===== src/rtl/fp24_dot_seq.sv =====
// Dot-product sequencer: streams operand pairs through an external fp24
// multiplier/MAC, folds them into an accumulator and returns one result per command.
module fp24_dot_seq #(
  parameter int LW = 8
) (
  input  logic          clk,
  input  logic          rstn,
  input  logic          cmd_valid,
  output logic          cmd_ready,
  input  logic [LW-1:0] cmd_len,
  input  logic          op_valid,
  output logic          op_ready,
  input  logic [23:0]   op_a,
  input  logic [23:0]   op_b,
  output logic [23:0]   mac_a,
  output logic [23:0]   mac_b,
  output logic [23:0]   mac_c,
  input  logic [23:0]   mac_p,
  input  logic [23:0]   mac_y,
  output logic          res_valid,
  input  logic          res_ready,
  output logic [23:0]   res_data,
  output logic          res_empty,
  output logic          busy
);

  typedef enum logic [1:0] {IDLE, RUN, DRAIN, DONE} state_t;

  state_t        state_q, state_d;
  logic [LW-1:0] cnt_q, cnt_d;
  logic          sv_q, sv_d;
  logic          first_q, first_d;
  logic          empty_q, empty_d;
  logic [23:0]   acc_q, acc_d;
  logic [23:0]   sa_q, sa_d;
  logic [23:0]   sb_q, sb_d;

  always_ff @(posedge clk or negedge rstn) begin
    if (!rstn) begin
      state_q <= IDLE;
      cnt_q   <= '0;
      sv_q    <= 1'b0;
      first_q <= 1'b0;
      empty_q <= 1'b0;
      acc_q   <= '0;
      sa_q    <= '0;
      sb_q    <= '0;
    end else begin
      state_q <= state_d;
      cnt_q   <= cnt_d;
      sv_q    <= sv_d;
      first_q <= first_d;
      empty_q <= empty_d;
      acc_q   <= acc_d;
      sa_q    <= sa_d;
      sb_q    <= sb_d;
    end
  end

  always_comb begin
    state_d   = state_q;
    cnt_d     = cnt_q;
    sv_d      = 1'b0;
    first_d   = first_q;
    empty_d   = empty_q;
    acc_d     = acc_q;
    sa_d      = sa_q;
    sb_d      = sb_q;
    cmd_ready = 1'b0;
    op_ready  = 1'b0;
    res_valid = 1'b0;

    // fp24 has no zero, so the first product seeds the accumulator directly
    if (sv_q) begin
      acc_d   = first_q ? mac_p : mac_y;
      first_d = 1'b0;
    end

    case (state_q)
      IDLE: begin
        cmd_ready = 1'b1;
        if (cmd_valid) begin
          cnt_d   = cmd_len;
          first_d = 1'b1;
          empty_d = (cmd_len == '0);
          state_d = (cmd_len == '0) ? DONE : RUN;
        end
      end
      RUN: begin
        op_ready = (cnt_q != '0);
        if (op_valid && op_ready) begin
          sa_d  = op_a;
          sb_d  = op_b;
          sv_d  = 1'b1;
          cnt_d = cnt_q - LW'(1);
          if (cnt_q == LW'(1)) state_d = DRAIN;
        end
      end
      DRAIN: begin
        if (!sv_q) state_d = DONE;
      end
      DONE: begin
        res_valid = 1'b1;
        if (res_ready) begin
          state_d = IDLE;
          empty_d = 1'b0;
        end
      end
      default: state_d = IDLE;
    endcase

    mac_a     = sa_q;
    mac_b     = sb_q;
    mac_c     = acc_q;
    res_data  = (state_q == DONE && !empty_q) ? acc_q : 24'h000000;
    res_empty = (state_q == DONE) && empty_q;
    busy      = (state_q != IDLE);
  end

endmodule

===== config.mk =====
export PLATFORM = sky130hd
export DESIGN_NAME = fp24_dot_seq
export DESIGN_NICKNAME = d
export VERILOG_FILES = /design/src/rtl/fp24_dot_seq.sv
export SDC_FILE = /design/constraint.sdc
export NUM_CORES = 1
export LEC_CHECK = 0
export BUFFER_PORTS_ARGS = -buffer_cell sky130_fd_sc_hd__buf_4
export CELL_PAD_IN_SITES_DETAIL_PLACEMENT = 2
export CELL_PAD_IN_SITES_GLOBAL_PLACEMENT = 2
export CORE_AREA = 2 2 120 122
export DETAILED_ROUTE_END_ITERATION = 8
export DIE_AREA = 0 0 122 124
export PLACE_DENSITY_LB_ADDON = 0.05
export SLEW_MARGIN = 5
export SYNTH_ARGS = -nofsm -noshare
export SYNTH_HDL_FRONTEND = slang
export SYNTH_SLANG_ARGS = --single-unit
export TNS_END_PERCENT = 10

===== constraint.sdc =====
create_clock -name clk -period 5.8 [get_ports clk]
set_clock_uncertainty 0.1 [all_clocks]
set_input_delay 1.16 -clock clk [delete_from_list [all_inputs] [get_ports clk]]
set_output_delay 1.16 -clock clk [all_outputs]
set_load 0.05 [all_outputs]

=== Word level (Yosys, flattened, before mapping) ===
Cells that the tools add are included.

* Register bits after elaboration: 85
* Bits of input ports: 109
* Output and inout port bits: 101

* Add/subtract/negate cells: 1
* Equality and inequality tests: 9
* Multiplexer cells: 23
* Reductions and logical operators: 14

{| class="wikitable"
|+ Operators by type and width
! operator !! number
|-
| 24-bit 2-to-1 mux || 2
|-
| 8-bit 2-to-1 mux || 2
|-
| 8-bit case mux with 2 select lines || 1
|-
| 2-bit 2-to-1 mux || 6
|-
| 1-bit 2-to-1 mux || 10
|-
| 2-bit != test (second input constant) || 5
|-
| 8-bit by 1-bit equality test with 1-bit output (second input constant) || 1
|-
| 8-bit zero test || 1
|-
| 2-bit case mux with 4 select lines || 1
|-
| 8-bit nonzero test || 1
|-
| 8-bit by 1-bit subtractor with 8-bit output (second input constant) || 1
|-
| 3-bit AND reduction || 2
|-
| 2-bit nonzero test || 3
|-
| 5-bit AND reduction || 1
|-
| 2-bit equality test (second input constant) || 2
|-
| 1-bit logical AND || 3
|-
| 2-bit by 1-bit equality test with 1-bit output (second input constant) || 1
|-
| 2-bit zero test || 1
|-
| 1-bit case mux with 2 select lines || 1
|-
| 2-bit AND reduction || 1
|-
| 1-bit zero test || 1
|}

=== Depth between registers and ports, before layout ===
Gate-level depths: netlist of the first run.

* Depth after elaboration: 4
* Gate-level depth with buffers: 8
* Depth with buffers taken out: 6

=== Least setup slack after synthesis of the first run ===
No wires, ideal clock.

* Kind: reg-to-output
* Start point: register state_q[1]
* End point: output op_ready
* Data arrival time: 1824 ps
* Data required time: 4540 ps
* Setup slack: 2716 ps
* Cell stages (with the launch flop): 6
* Buffers on the path: 1
* Cell sequence: dfrtp_1 > inv_1 > ha_1 > clkbuf_1 > clkinv_1 > nor2_1

* Word-level cells in the longest chain between the ends: 2

{| class="wikitable"
|+ RTL lines
! what !! line !! source
|-
| from (decl) || 29 || <nowiki>state_t state_q, state_d;</nowiki>
|-
| from (signal assigned) || 49 || <nowiki>state_q <= state_d;</nowiki>
|-
| 2-bit by 1-bit equality test with 1-bit output || 79 || <nowiki>case (state_q)</nowiki>
|-
| 1-bit 2-to-1 mux || 79 ||
|-
| to (decl) || 12 || <nowiki>output logic op_ready,</nowiki>
|}

No other way between the ends.

=== Final worst setup path of the first run ===
* Start point: register cnt_q[4]
* End point: output op_ready

* Word-level cells in the longest chain between the ends: 2

{| class="wikitable"
|+ RTL lines
! what !! line !! source
|-
| from (decl) || 30 || <nowiki>logic [LW-1:0] cnt_q, cnt_d;</nowiki>
|-
| from (signal assigned) || 50 || <nowiki>cnt_q <= cnt_d;</nowiki>
|-
| 8-bit nonzero test || 90 || <nowiki>op_ready = (cnt_q != '0);</nowiki>
|-
| 1-bit 2-to-1 mux || 79 ||
|}

No other way between the ends.

==> results.py, run 1 <==
metrics = {
    "synthesis": {
        "synth.area.top_cells": "dfrtp_1, mux2_2, mux2i_1",
        "syn_avg_cell_area_um2": 11.90,
        "synth_cell_types": 42,
        "yosysMostFrequentCell": "dfrtp_1",
        "synth_top_area_share": 0.5383,
        "async_flop_share": 1.000,
        "yosys-top-cells-count": "dfrtp_1, mux2_2, nor2_1",
        "synth_nets": 448,
        "synth-seq-cells": 85,
        "yosys_most_used_dff": "dfrtp_1",
        "yosys.area.top_type": "dfrtp_1",
        "yosys_warnings": 0,
        "synth-seq-area-share": 0.5383,
        "syn_inst": 332,
        "synth_area_um2": 3951,
        "synth-edff-count": 0,
    },
    "placed_design": {
        "dp_cells": 704,
        "port_buffers": 209,
        "place_congestion": 0.8736,
        "dpl.hpwl_mm": 10.03,
    },
    "outcome": {
        "status": "complete, no violations",
    },
    "timing": {
        "min_period_ps": 3352,
        "relSlewSlack": 0.4085,
        "fin_crit_sh": 0.5779,
        "slew_viol_final": 0,
        "setup_violations": 0,
        "worst_pin_slew_ps": 887.3,
        "final-hold-violation-count": 0,
        "finalHoldWorstSlack_ps": 410.6,
        "finalSetupTns_ps": 0,
        "fmaxAchievable_ghz": 0.2984,
        "rsz0062_at_grt": "false",
    },
    "power": {
        "power.leakage_uw": 0.002960,
        "totalPowerFinal_uw": 4251,
        "power_per_cell_area_nw_per_um2": 712.7,
        "ir_drop_v": 0.0003426,
    },
    "detailed_routing": {
        "drt_drc_violations_left": 0,
        "drt-vias-per-instance": 4.764,
        "drt_iter0_drc": 107,
        "antenna_left": 0,
        "dr.pass1.iters": 4,
        "wl_per_cell_um": 18.59,
        "vias": 3430,
        "finalWirelength_mm": 13.38,
    },
    "clocking": {
        "clock_latency_ps": 340,
        "cts_buffer_depth": 2,
        "cts_tree": "done",
        "cts_buffers": 9,
        "post_cts_buffers": 0,
        "holdBufCountCts": 0,
        "h-tree-depth": 3,
        "clk_pin_slew_worst_paths_ps": 70,
        "cts.root.buffer_cell": "clkbuf_16",
        "cts_sinks": 85,
        "ctsResizeCount": 0,
    },
    "finish": {
        "fin_nets": 651,
        "n_antenna_cell": 0,
        "multi_input_area_um2": 1698,
        "final_core_util": 0.4347,
        "finalNonFillerCells": 720,
        "final.fill_count": 1435,
        "seq_area_um2": 2130,
        "syn2layout_area_growth_pct": 50.95,
        "drive_above_1_share": 0.5222,
    },
    "worst_hold_path": {
        "hold_path_class": "flip-flop to flip-flop",
    },
    "grt": {
        "grt_first_pass_wirelength_mm": 20.36,
        "grt_usage": 0.1767,
        "grt_max_degree": 53,
        "overflow": 0,
        "antenna_found_initial": 0,
        "grt_pass1_vias": 3771,
    },
    "floorplanning": {
        "core_um2": 13720,
        "rows": 43,
        "io_pins": 210,
        "start_util": 0.2880,
        "die_x_um": 122,
        "die_h_um": 124,
        "die_area_um2": 15130,
    },
    "setup_path": {
        "critPathLaunchType": "flip-flop",
        "endpoint_kind": "output pin",
        "path_class": "flip-flop to output pin",
        "arrival_ps": 2090,
        "required_ps": 4540,
        "path_max_fanout": 8,
    },
    "job": {
        "maxCapViolCount": 0,
    },
}
## cell usage in the layout (no fill, tap or decap), types with 2 or more instances in the layout
| cell type | Yosys | layout |
|---|---|---|
| and3_1 | 26 | 26 |
| ha_1 | 7 | 7 |
| o22ai_1 | 2 | 2 |
| mux2_2 | 39 | 39 |
| nor2_1 | 34 | 34 |
| nand2_1 | 5 | 5 |
| nand3_1 | 3 | 3 |
| mux2_4 | 9 | 9 |
| nor4_1 | 4 | 4 |
| dfrtp_1 | 85 | 83 |
| clkbuf_16 | 0 | 9 |
| clkinv_4 | 0 | 3 |
| buf_4 | 0 | 211 |
| dfrtp_2 | 0 | 2 |
| nor2b_1 | 2 | 2 |
| a21oi_1 | 29 | 29 |
| o21ai_0 | 6 | 6 |
| mux2i_1 | 28 | 28 |
| inv_1 | 10 | 10 |
| o311ai_0 | 2 | 2 |
## where the power goes
group / leakage [uW] / internal (uW) / switching [uW]
Clock: 0.000139 / 305 / 250
Sequential: 0.000981 / 887 / 275
Combinational: 0.00184 / 865 / 1670
## flip-flops by register name, indices dropped and copies added, names as in the netlist
signal and flops:
cnt_q 8, first_q 1, empty_q 1, mac_a 24, sv_q 1, state_q 2
mac_c 24, mac_b 24
## metal layers
| metal | vias to the layer above | routed length [um] | track usage |
|---|---|---|---|
| li1 | 1590 | - | - |
| met1 | 1709 | 5243 | 0.2078 |
| met2 | 122 | 6628 | 0.2916 |
| met3 | 9 | 1387 | 0.07784 |
| met4 | 0 | 124 | 0.05460 |
| met5 | - | 0 | 0 |
## cell families (layout without fill, tap and decap cells)
family,count (synthesis),count (layout),share of synthesized area
buffers and inverters,30,238,0.03325
multiplexers,76,76,0.2163
AO/OA/AOI/OAI,49,49,0.07442
AND/OR/NAND/NOR,85,85,0.1156
flip-flops,85,85,0.5383
adder cells (fa/ha/maj),7,7,0.02216
## worst max-delay path, cell delays in order (launching register included)
cell and delay, ps:
dfrtp_1 400, or4_4 590, nor4b_4 470, nor2_1 90, buf_4 210
## layout make-up
| type | instances | share of cell area |
|---|---|---|
| inverter | 11 | 0.006923 |
| clock buffer | 10 | 0.04007 |
| clock inverter | 6 | 0.007971 |
| timing repair buffer | 211 | 0.2656 |
| sequential | 85 | 0.3570 |
| multi-input combinational | 217 | 0.2847 |
| tap | 180 | 0.03776 |
## worst paths after layout
check	from	to	slack, ps	cells after the start
min reg2reg	mac_b[15]	mac_b[15]	410	1
max in group asynchronous	rstn	sv_q	3830	2
min	mac_b[15]	mac_b[15]	410	1
max	cnt_q[4]	op_ready	2450	4
min in group asynchronous	rstn	mac_b[14]	650	1
max reg2reg	cnt_q[4]	mac_a[4]	3290	5
## stage by stage
stage | worst slack (ps) | instance area, um^2
after floorplan | 2716 | 3951
after global placement | 2837 | 5678
after detailed placement | 2815 | 5678
after CTS | 2430 | 5964
after global routing | 2332 | 5964
final | 2448 | 5964
Power figures use the tool's default switching activity.
==> inputs of run 2 (changes only) <==
--- a/config.mk
+++ b/config.mk
@@ -8,9 +8,9 @@
 export BUFFER_PORTS_ARGS = -buffer_cell sky130_fd_sc_hd__buf_4
 export CELL_PAD_IN_SITES_DETAIL_PLACEMENT = 2
 export CELL_PAD_IN_SITES_GLOBAL_PLACEMENT = 2
-export CORE_AREA = 2 2 120 122
+export CORE_AREA = 2 2 132 134
 export DETAILED_ROUTE_END_ITERATION = 8
-export DIE_AREA = 0 0 122 124
+export DIE_AREA = 0 0 134 136
 export PLACE_DENSITY_LB_ADDON = 0.05
 export SLEW_MARGIN = 5
 export SYNTH_ARGS = -nofsm -noshare
==> constraint.sdc (replaced) <==
create_clock -name clk -period 3.05 [get_ports clk]
set_clock_uncertainty 0.1 [all_clocks]
set_input_delay 0.61 -clock clk [delete_from_list [all_inputs] [get_ports clk]]
set_output_delay 0.61 -clock clk [all_outputs]
set_load 0.05 [all_outputs]
==> results.py, run 2 (same netlist as run 1, synthesis figures left out) <==
metrics = {
    "setup_path": {
        "arrival_ps": 2140,
        "path_class": "flip-flop to output pin",
        "r2r_cells": 6,
        "critPathLaunchType": "flip-flop",
        "r2r_start": "state_q[1]",
        "required_ps": 2340,
        "r2r-end": "cnt_q[2]",
        "r2r_slack_ps": 550,
        "endpoint_kind": "output pin",
        "path_max_fanout": 8,
    },
    "detailed_routing": {
        "dr.pass1.iters": 4,
        "drt_drc_violations_left": 0,
        "drt_iter0_drc": 53,
        "wl_per_cell_um": 18.25,
        "antenna_left": 0,
        "drt-vias-per-instance": 4.517,
        "vias": 3460,
        "finalWirelength_mm": 13.98,
    },
    "finish": {
        "drive_above_1_share": 0.5213,
        "finalNonFillerCells": 766,
        "seq_area_um2": 2130,
        "final.fill_count": 1846,
        "fin_nets": 652,
        "multi_input_area_um2": 1698,
        "syn2layout_area_growth_pct": 53.64,
        "n_antenna_cell": 0,
        "final_cell_mix": "buf_4, dfrtp_1, mux2_2",
        "final_area_um2": 6071,
        "final_common_cell": "buf_4",
    },
    "grt": {
        "overflow": 0,
        "antenna_found_initial": 0,
        "grt_pass1_vias": 3828,
        "grt_usage": 0.1529,
        "grt_max_degree": 51,
        "grt_first_pass_wirelength_mm": 21.35,
    },
    "timing": {
        "setup_violations": 0,
        "setup_ws_ps": 203.0,
        "relSlewSlack": 0.3974,
        "final-hold-violation-count": 0,
        "fmaxAchievable_ghz": 0.3512,
        "min_period_ps": 2847,
        "slew_viol_final": 0,
        "fin_crit_sh": 0.9334,
        "rsz0062_at_grt": "false",
        "worst_pin_slew_ps": 903.9,
        "finalSetupTns_ps": 0,
    },
    "clocking": {
        "clk_pin_slew_worst_paths_ps": 70,
        "holdBufCountCts": 0,
        "cts.root.buffer_cell": "clkbuf_16",
        "cts_buffer_depth": 2,
        "ctsResizeCount": 0,
        "post_cts_buffers": 0,
        "cts_sinks": 85,
        "h-tree-depth": 3,
        "clock_latency_ps": 340,
        "cts_buffers": 9,
        "cts_tree": "done",
    },
    "placed_design": {
        "dp_cells": 750,
        "port_buffers": 209,
        "place_congestion": 0.7965,
        "dpl.hpwl_mm": 10.42,
        "place_area_um2": 5767,
        "post-place-ws_ps": 542.2,
    },
    "power": {
        "power_per_cell_area_nw_per_um2": 1350,
        "power.leakage_uw": 0.002984,
        "totalPowerFinal_uw": 8198,
        "ir_drop_v": 0.0005032,
    },
    "floorplanning": {
        "die_area_um2": 18220,
        "start_util": 0.2341,
        "io_pins": 210,
        "core_um2": 16880,
        "die_h_um": 136,
        "rows": 48,
        "die_x_um": 134,
    },
    "job": {
        "maxCapViolCount": 0,
    },
    "outcome": {
        "status": "complete, no violations",
    },
    "worst_hold_path": {
        "hold_path_class": "input pin to async pin",
    },
}
==> run 2: power breakdown <==
group | switching, uW | total, uW | leakage (uW) | internal (uW)
combinational | 3210 | 4860 | 0.00185 | 1660
clock | 463 | 1120 | 0.000150 | 660
sequential | 524 | 2210 | 0.000981 | 1690
total | 4190 | 8200 | 0.00298 | 4010
==> run 2: layer usage <==
| metal | track usage | vias up | part of all wire |
|---|---|---|---|
| met5 | 0 | - | 0 |
| met4 | 0.05496 | 0 | 0.017 |
| met3 | 0.06674 | 14 | 0.10 |
| met2 | 0.2473 | 147 | 0.48 |
| met1 | 0.1810 | 1705 | 0.41 |
| li1 | - | 1594 | - |
==> run 2: layout make-up <==
cell class                      count  share of cell area
Inverter                           11            0.006801
Multi-Input combinational cell    217              0.2797
Clock inverter                      5             0.01010
Sequential cell                    85              0.3508
Timing Repair Buffer              212              0.2663
Tap cell                          225             0.04637
Clock buffer                       11             0.03998
==> run 2: worst max-delay path by stage <==
stage               start       end  slack [ps]  cells after the start
2_1_floorplan  state_q[1]  op_ready         520                      5
3_3_place_gp     cnt_q[4]  op_ready         570                      4
3_5_place_dp   state_q[1]  cnt_q[2]         540                      6
4_1_cts          cnt_q[4]  op_ready         190                      4
5_1_grt        state_q[1]  op_ready          60                      5
6_report         cnt_q[4]  op_ready         200                      4
==> run 2: worst max-delay path, cell delays in order (launching register included) <==
cell     delay [ps]
dfrtp_1         400
or4_4           590
nor4b_4         510
nor2_1           80
buf_4           210
==> run 2: stage by stage <==
step	util	hold slack [ps]
floorplan	-	214.4
global placement	0.3417	387.6
detailed placement	0.3417	393.5
CTS	0.3597	229.5
global route	0.3597	240.2
finish	0.3597	188.1
==> inputs of run 3 (changes only) <==
--- a/config.mk
+++ b/config.mk
@@ -8,9 +8,9 @@
 export BUFFER_PORTS_ARGS = -buffer_cell sky130_fd_sc_hd__buf_4
 export CELL_PAD_IN_SITES_DETAIL_PLACEMENT = 2
 export CELL_PAD_IN_SITES_GLOBAL_PLACEMENT = 2
-export CORE_AREA = 2 2 132 134
+export CORE_AREA = 2 2 124 126
 export DETAILED_ROUTE_END_ITERATION = 8
-export DIE_AREA = 0 0 134 136
+export DIE_AREA = 0 0 126 128
 export PLACE_DENSITY_LB_ADDON = 0.05
 export SLEW_MARGIN = 5
 export SYNTH_ARGS = -nofsm -noshare
==> constraint.sdc (replaced) <==
create_clock -name clk -period 2.7 [get_ports clk]
set_clock_uncertainty 0.1 [all_clocks]
set_input_delay 0.54 -clock clk [delete_from_list [all_inputs] [get_ports clk]]
set_output_delay 0.54 -clock clk [all_outputs]
set_load 0.05 [all_outputs]
==> results.py, run 3 (same netlist as run 1, synthesis figures left out) <==
metrics = {
    "placed_design": {
        "place_congestion": 0.8284,
        "port_buffers": 209,
        "post-place-ws_ps": 407.5,
        "place_area_um2": 5759,
        "dpl.hpwl_mm": 10.26,
    },
    "setup_path": {
        "critPathLaunchType": "flip-flop",
        "crit_slowest_cell": "or4_4",
        "required_ps": 2060,
        "endpoint_kind": "output pin",
        "cp_top_family": "simple AND/OR/NAND/NOR gates",
        "crit_chain": "or4_4 > nor4b_4 > buf_6 > nor2_1 > buf_4",
        "path_class": "flip-flop to output pin",
        "slowest_delay_ps": 600,
        "path_max_fanout": 5,
        "path_buf_inv": 2,
        "arrival_ps": 1950,
    },
    "detailed_routing": {
        "dr.pass1.iters": 4,
        "drt-vias-per-instance": 4.721,
        "finalWirelength_mm": 13.75,
        "drt_drc_violations_left": 0,
        "vias": 3489,
        "antenna_left": 0,
        "drt_iter0_drc": 121,
        "wl_per_cell_um": 18.61,
    },
    "clocking": {
        "h-tree-depth": 3,
        "holdBufCountCts": 0,
        "cts_tree": "done",
        "cts_buffers": 9,
        "cts.root.buffer_cell": "clkbuf_16",
        "clock_latency_ps": 340,
        "cts_buffer_depth": 2,
        "clk_pin_slew_worst_paths_ps": 60,
        "cts_sinks": 85,
    },
    "timing": {
        "min_period_ps": 2586,
        "finalSetupTns_ps": 0,
        "rsz0062_at_grt": "false",
        "slew_viol_final": 0,
        "fmaxAchievable_ghz": 0.3868,
        "setup_ws_ps": 114.4,
        "worst_pin_slew_ps": 888.2,
        "final-hold-violation-count": 0,
        "setup_violations": 0,
        "relSlewSlack": 0.4079,
        "finalHoldWorstSlack_ps": 105.3,
        "fin_crit_sh": 0.9576,
    },
    "floorplanning": {
        "start_util": 0.2658,
        "die_h_um": 128,
        "rows": 45,
        "io_pins": 210,
        "core_um2": 14860,
        "die_area_um2": 16130,
        "die_x_um": 126,
    },
    "grt": {
        "antenna_found_initial": 0,
        "overflow": 0,
        "grt_first_pass_wirelength_mm": 20.99,
        "grt_pass1_vias": 3818,
        "grt_max_degree": 51,
        "grt_usage": 0.1679,
    },
    "finish": {
        "final.fill_count": 1597,
        "final_common_cell": "buf_4",
        "fin_nets": 662,
        "n_antenna_cell": 0,
        "final_cell_mix": "buf_4, dfrtp_1, mux2_2",
        "final_core_util": 0.4105,
        "drive_above_1_share": 0.5263,
        "syn2layout_area_growth_pct": 54.43,
        "final_area_um2": 6102,
    },
    "worst_hold_path": {
        "hold_path_class": "input pin to async pin",
    },
    "power": {
        "pwr-share-seq": 0.257,
        "p_clk_frac": 0.143,
        "p_switching_uw": 4725,
        "p_int_uw": 4628,
        "netSwitchingFraction": 0.5052,
        "comb_power_share": 0.600,
        "power_per_cell_area_nw_per_um2": 1533,
        "ir_drop_v": 0.0005996,
        "power.leakage_uw": 0.003028,
    },
    "outcome": {
        "status": "complete, no violations",
    },
    "job": {
        "maxCapViolCount": 0,
    },
}
## run 3: changes by cell type in the layout (fill, tap and decap cells not counted), sizes merged
cell,previous run,this run
buf,212,222
clkinv,5,1
clkinvlp,0,2
bufinv,1,2
inv,10,11
## run 3: worst paths after layout
check | from | end | slack [ps] | depth (start not counted)
setup / recovery | cnt_q[4] | op_ready | 110 | 5
hold / removal | rstn | mac_b[23] | 110 | 1
setup reg to reg | cnt_q[4] | mac_a[2] | 390 | 7
hold reg to reg | mac_b[7] | mac_b[7] | 410 | 1
max in group asynchronous | rstn | mac_b[22] | 1710 | 2
min in group clk | op_b[3] | mac_b[3] | 330 | 2
## run 3: power groups by stage
stage | clock, uW | sequential, uW | combinational [uW]
after floorplan | 0 | 4140 | 2090
after global routing | 1430 | 2510 | 5940
final | 1330 | 2400 | 5620
after CTS | 1380 | 2420 | 5680
after detailed placement | 0 | 2430 | 5660
after global placement | 0 | 2380 | 5600
## run 3: cell type report
| cell class | count | area [um^2] | area share |
|---|---|---|---|
| Clock inverter | 5 | 83.83 | 0.01374 |
| Inverter | 11 | 41.29 | 0.006766 |
| Timing Repair Buffer | 222 | 1683 | 0.2758 |
| Clock buffer | 11 | 232.7 | 0.03814 |
| Tap cell | 188 | 235.2 | 0.03855 |
| Multi-Input combinational cell | 217 | 1698 | 0.2782 |
| Sequential cell | 85 | 2128 | 0.3488 |
## run 3: stage by stage
stage,total power (uW),cells
final,9354,739
after global routing,9887,739
after CTS,9482,736
after detailed placement,8091,720
after global placement,7985,720
after floorplan,6231,332
## run 3: what timing repair did
item / CTS / global route
setup buffers: 0 / 3
gates resized for setup: 0 / 1
endpoints found under the setup margin: 0 / 1
## run 3: layer usage
metal / global-route usage / vias to the layer above / routed length [um] / part of all wire
li1: - / 1614 / - / -
met1: 0.1905 / 1754 / 5307 / 0.39
met2: 0.2925 / 115 / 7179 / 0.52
met3: 0.07220 / 6 / 1171 / 0.085
met4: 0.04072 / 0 / 95 / 0.0069
met5: 0 / - / 0 / 0
